$ cat src/rtl/mux_scan_sequencer.sv
// mux_scan_sequencer: round-robin scan controller for a 4-to-1 mux.
// It drives the mux select through channels 0..3 and samples the mux output once
// per channel. It then packs the four samples into a 4-bit snapshot and offers it
// downstream.
//
// Handshake (o_valid / i_ready): a snapshot transfers on a rising edge where both
// o_valid and i_ready are high. o_valid never drops and o_snapshot never changes
// until that edge. i_ready is ignored while o_valid is low.
//
// o_state is a debug view of the FSM. Its encoding is 0 IDLE, 1 SETTLE, 2 SAMPLE
// and 3 HOLD.
module mux_scan_sequencer #(
  parameter int SETTLE_CYCLES = 1,
  parameter bit CONTINUOUS    = 1'b0
) (
  input  logic       i_clk,
  input  logic       i_rst_n,
  input  logic       i_start,
  input  logic       i_mux_y,
  output logic [1:0] o_sel,
  output logic [3:0] o_snapshot,
  output logic       o_valid,
  input  logic       i_ready,
  output logic       o_busy,
  output logic [1:0] o_state
);

  typedef enum logic [1:0] {
    IDLE   = 2'd0,
    SETTLE = 2'd1,
    SAMPLE = 2'd2,
    HOLD   = 2'd3
  } state_t;

  // The counter never has to hold more than SETTLE_CYCLES-1. It stays at least 1 bit wide.
  localparam int CNT_W    = (SETTLE_CYCLES > 0) ? $clog2(SETTLE_CYCLES + 1) : 1;
  localparam int LOAD_INT = (SETTLE_CYCLES > 0) ? SETTLE_CYCLES - 1 : 0;
  localparam logic [CNT_W-1:0] CNT_LOAD = CNT_W'(LOAD_INT);

  // With no settle time, every channel goes straight to its sample cycle.
  localparam state_t SCAN_ENTRY = (SETTLE_CYCLES == 0) ? SAMPLE : SETTLE;

  state_t           state, state_next;
  logic [CNT_W-1:0] cnt;
  logic [2:0]       shadow;
  logic             cnt_done;

  assign cnt_done = (cnt == '0);

  // State register.
  always_ff @(posedge i_clk or negedge i_rst_n) begin
    if (!i_rst_n) begin
      state <= IDLE;
    end else begin
      state <= state_next;
    end
  end

  // Next-state logic: one scan per start, then hold until the snapshot is taken.
  always_comb begin
    state_next = state;
    case (state)
      IDLE:    if (i_start) state_next = SCAN_ENTRY;
      SETTLE:  if (cnt_done) state_next = SAMPLE;
      SAMPLE:  state_next = (o_sel == 2'd3) ? HOLD : SCAN_ENTRY;
      HOLD: begin
        if (i_ready) state_next = CONTINUOUS ? SCAN_ENTRY : IDLE;
      end
      default: state_next = IDLE;
    endcase
  end

  // Datapath: settle counter, channel select, partial samples and the published snapshot.
  always_ff @(posedge i_clk or negedge i_rst_n) begin
    if (!i_rst_n) begin
      cnt        <= '0;
      o_sel      <= 2'd0;
      shadow     <= 3'd0;
      o_snapshot <= 4'd0;
    end else begin
      case (state)
        IDLE: begin
          if (i_start) begin
            o_sel <= 2'd0;
            cnt   <= CNT_LOAD;
          end
        end
        SETTLE: begin
          if (!cnt_done) cnt <= cnt - CNT_W'(1);
        end
        SAMPLE: begin
          case (o_sel)
            2'd0:    shadow[0] <= i_mux_y;
            2'd1:    shadow[1] <= i_mux_y;
            2'd2:    shadow[2] <= i_mux_y;
            default: o_snapshot <= {i_mux_y, shadow};
          endcase
          if (o_sel == 2'd3) begin
            o_sel <= 2'd0;
          end else begin
            o_sel <= o_sel + 2'd1;
            cnt   <= CNT_LOAD;
          end
        end
        HOLD: begin
          // A back-to-back rescan starts on the handshake edge, so the counter reloads here.
          if (i_ready && CONTINUOUS) cnt <= CNT_LOAD;
        end
        default: cnt <= '0;
      endcase
    end
  end

  // Outputs decoded from state: the snapshot is valid exactly while holding.
  always_comb begin
    o_valid = (state == HOLD);
    o_busy  = (state != IDLE);
    o_state = state;
  end

endmodule
$ cat config.mk
export PLATFORM = sky130hd
export DESIGN_NAME = mux_scan_sequencer
export DESIGN_NICKNAME = d
export VERILOG_FILES = /design/src/rtl/mux_scan_sequencer.sv
export SDC_FILE = /design/constraint.sdc
export NUM_CORES = 1
export LEC_CHECK = 0
export ABC_AREA = 1
export CAP_MARGIN = 20
export CORE_UTILIZATION = 40
export DETAILED_ROUTE_END_ITERATION = 7
export PLACE_DENSITY = 0.67
export RECOVER_POWER = 100
export SKIP_CTS_REPAIR_TIMING = 1
export SYNTH_ARGS = -nofsm -noshare
export SYNTH_HDL_FRONTEND = slang
export SYNTH_SLANG_ARGS = --single-unit
$ cat constraint.sdc
create_clock -name i_clk -period 1 [get_ports i_clk]
set_input_delay 0.3 -clock i_clk [delete_from_list [all_inputs] [get_ports i_clk]]
set_output_delay 0.3 -clock i_clk [all_outputs]
set_load 0.02 [all_outputs]
# After elaboration in Yosys (flattened, before gate mapping)
# Cells that the tools add are included.
[word_totals]
out_inout_bits = 10
in_bits = 5
elab_cells = 45
regBits = 12
[classes]
bitwise_logic = 1
muxes = 12
n_addsub = 2
n_eq_ne = 10
reduce_logical = 13
[op_table]
columns = ["op", "n"]
rows = [
  ["2-bit 2-to-1 mux", 6],
  ["2-bit AND reduction", 5],
  ["2-bit equality test, second input constant", 4],
  ["2-bit one-hot mux with 4 select lines", 1],
  ["2-bit != test, second input constant", 3],
  ["3-bit AND reduction", 2],
  ["2-bit by 1-bit equality test with 1-bit output, second input constant", 2],
  ["2-bit zero test", 2],
  ["2-bit one-hot mux with 2 select lines", 1],
  ["2-bit nonzero test", 2],
  ["1-bit 2-to-1 mux", 3],
  ["1-bit one-hot mux with 3 select lines", 1],
  ["3-bit nonzero test", 1],
  ["3-bit OR reduction", 1],
  ["2-bit by 1-bit adder with 2-bit output, second input constant", 1],
  ["2-bit by 1-bit != test with 1-bit output, second input constant", 1],
  ["1-bit inverter", 1],
  ["1-bit subtractor, second input constant", 1],
]

# Depth between registers and ports, before layout
[logic_depth]
ltp_word = 4
mapped_depth = 5
depth_no_buf = 5

# Worst setup path after synthesis
# Ideal clock, no wire load.
[synth_path]
path_kind = "register to register"
start = "reg o_sel[0]"
end = "reg o_snapshot[0]"
n_path_buf = 0
stages_incl_launch_ff = 5
arrival_time_ns = 1.040
setup_ns = 0.117
required_ns = 0.883
path_slack_ns = -0.157
synth_period_minus_slack_ns = 1.157
path_cell_list = "dfrtp_1 ha_1 nand3_1 nand2_1 nand2_1"
[synth_via]
elab_chain_len = 4
elab_cells_between_ends = 6
classes_between = "2 x eq/ne; 1 x bitwise; 3 x reduce/logical"
[synth_rtl]
columns = ["element", "line", "rtl"]
rows = [
  ["start, declared", "20", "output logic [1:0] o_sel,"],
  ["start signal, assigned", "101", "o_sel <= o_sel + 2'd1;"],
  ["2-bit equality test (tied with other cells)", "92", "case (o_sel)"],
  ["3-bit OR reduction (no source line) (*)", "-", ""],
  ["1-bit inverter (no source line) (*)", "-", ""],
  ["2-bit AND reduction (no source line) (*)", "-", ""],
  ["end signal, assigned", "96", "default: o_snapshot <= {i_mux_y, shadow};"],
  ["end, declared", "21", "output logic [3:0] o_snapshot,"],
]
# Every way passes the cells marked *; elsewhere a longest branch is shown, timed or not.
# A chain may end at the register's enable or synchronous reset.

# Worst setup path after layout
[layout_path]
start = "reg state[0] (netlist: o_state[0])"
end = "out o_busy"
[layout_via]
elab_chain_len = 1
[layout_rtl]
columns = ["element", "line", "rtl"]
rows = [
  ["start, declared", "43", "state_t state, state_next;"],
  ["start signal, assigned", "55", "state <= state_next;"],
  ["2-bit nonzero test", "117", "o_busy = (state != IDLE);"],
  ["end, declared", "24", "output logic o_busy,"],
]
# Every way passes these cells.

==> impl_metrics.toml <==
[timing]
fin_worst_skew_ns = 0.00323
min_period_over_period = 1.25
finalSetupViolations = 20
rsz0062_at_grt = "yes"
fmax_mhz = 803
tightest_slew_ns = 0.615
worst_slack_ns = -0.245
hold_violations = 0
drv_slew = 0
relSlewSlack = 0.590
post-route-min-period_ns = 1.25

[pwr]
ir_drop_mv = 1.95
intPower_w = 0.00175
p_total_w = 0.00311
netSwitchingFraction = 0.436
p_leak_nw = 0.453
pwr-share-clk = 0.098
pwr-share-seq = 0.267
powerDensity_nw_per_um2 = 3190
power_switching_w = 0.00136
combPwrFrac = 0.635

[setup_path]
r2r_start = "o_sel[1]$_DFFE_PN0P_"
arrival_ns = 0.95
cp-start-kind = "flip-flop"
path_max_fanout = 4
regToRegSetupSlack_ns = -0.10
slowest_stage = "dfrtp_2"
critPathCaptureType = "output port"
required_ns = 0.70
crit_start = "o_state[0]$_DFFE_PN0P_"
cp_num_buf_inv = 2
slowest_delay_ns = 0.43
criticalPathCategory = "reg -> out"
cp_top_family = "flip-flops"
path_cells = "inv_2, nand2_4, buf_6"

[routing]
drt_iter0_markers = 14
viasPerCell = 5.12
dr.pass1.iters = 4
routed_wl_microns = 1550
ant_nets = 0
drt-wirelength-per-cell_microns = 14.6
vias = 543
remaining_drc_errors = 0

[clocking]
root_buffer = "clkbuf_4"
clk_path_buf_depth = 2
clkSinkCount = 11
path_clk_slew_ns = 0.07
cts_htree_levels = 1
cts_tree = "done"
numCtsBuffers = 3
clk_latency_ns = 0.27

[place]
placed_area_sq_um = 778
place.detailed.hpwl_microns = 793
dp_slack_ns = -0.379
port-buffer-count = 14
gp_congestion = 0.751
placed_cells = 97

[cells_and_area]
drive_gt1_frac = 0.522
layout.cells.non_filler = 106
final_core_util = 0.821
nNetsFinal = 103
design_area_sq_um = 973
antennaDiodeCount = 0
area_delta_synth_final_pct = 77.2

[floorplan]
boundaryPins = 15
initial_core_util = 0.463
fp-row-count = 12
die_x_microns = 39.1
die_y_microns = 39.1
die_area_sq_um = 1530
core-area_sq_um = 1190

[run]
cap_violations = 0

[global_route]
grt_pass1_wl_microns = 1890
antenna_found_initial = 0
grt_max_degree = 12
first_global_vias = 447
track_usage = 0.189
grt_remaining_overflow = 0

[synth]
synthesis.nets = 73
synth_area_sq_um = 549
ys_ff_latch = 11
yosysSeqAreaShare = 0.501
yosysUniqueCellTypes = 11
avgSynthCellArea_sq_um = 8.72
syn_inst = 63
yosysWarnings = 0

[status]
violations = "setup timing"
status = "complete, but fails checks"

[hold_path]
hp-class = "in -> async"
[stage by stage]
step | TNS, ns | hold slack [ns]
floorplan | -0.234 | 0.00441
global route | -2.92 | 0.513
detailed placement | -3.65 | 0.467
CTS | -6.64 | 0.350
global placement | -3.59 | 0.463
finish | -2.05 | 0.479
[power groups by stage]
| stage | logic [W] | clock network [W] | registers, W |
|---|---|---|---|
| floorplan | 0.000514 | 0 | 0.00101 |
| global placement | 0.00134 | 0 | 0.000789 |
| finish | 0.00197 | 0.000303 | 0.000832 |
| CTS | 0.00137 | 0.000309 | 0.000788 |
| detailed placement | 0.00135 | 0 | 0.000793 |
| global route | 0.00209 | 0.000329 | 0.000856 |
[metal layers]
metal  vias to the layer above  wire, microns  GRT usage
li1                        261              -          -
met1                       259            646      0.223
met2                        19            798      0.304
met3                         4             86     0.0867
met4                         0             17     0.0517
met5                         -              0          0
[cell usage after synthesis, drive strengths merged]
library cell,number,area (sq um)
ha,5,62.6
dfrtp,11,275
nand3,11,55.1
nor2,2,15.0
buf,1,11.3
inv,5,18.8
o21ai,2,13.8
nand2,26,97.6
[cell families after synthesis]
logic type,after synthesis,share of synthesized area
and+or+nand+nor,39,0.305
DFF,11,0.501
buffers and inverters,6,0.0547
adders and majority gates,5,0.114
AOI/OAI and AO/OA,2,0.0251
[placed cells by master (no fill, tap or decap)]
master and n:
buf_8 1, nor2_4 2, o21ai_4 1, dfrtp_1 7, inv_6 2, dfrtp_2 4
nand3_4 1, clkdlybuf4s50_1 4, nand3_1 7, nand3_2 3, inv_4 1, ha_4 5
dlymetal6s2s_1 2, nor2_2 1, inv_2 2, clkbuf_4 3, nand2_2 4, clkbuf_1 2
nand2_1 21, nand2_4 1, buf_6 9, buf_4 8, o21ai_0 1
[state kept, by name, summed over array words and instances (netlist names)]
signal / flops
o_sel: 2
o_state: 2
o_snapshot: 4
shadow: 3
[final timing paths]
kind | to | cells past startpoint
setup / recovery | o_busy | 3
hold / removal | shadow[1]$_DFFE_PN0P_ | 2
setup reg to reg | shadow[1]$_DFFE_PN0P_ | 6
hold reg to reg | shadow[0]$_DFFE_PN0P_ | 2
max in group asynchronous | o_sel[1]$_DFFE_PN0P_ | 2
min in group i_clk | shadow[0]$_DFFE_PN0P_ | 2
[layout make-up]
type	instances	area (sq um)
multi-input cells	47	373
well taps	14	17.5
inverters	5	31.3
flip-flops and latches	11	280
fillers	72	213
repair buffers	25	245
clock buffers	4	26.3
Note: power is estimated with default switching activity, not from simulation.
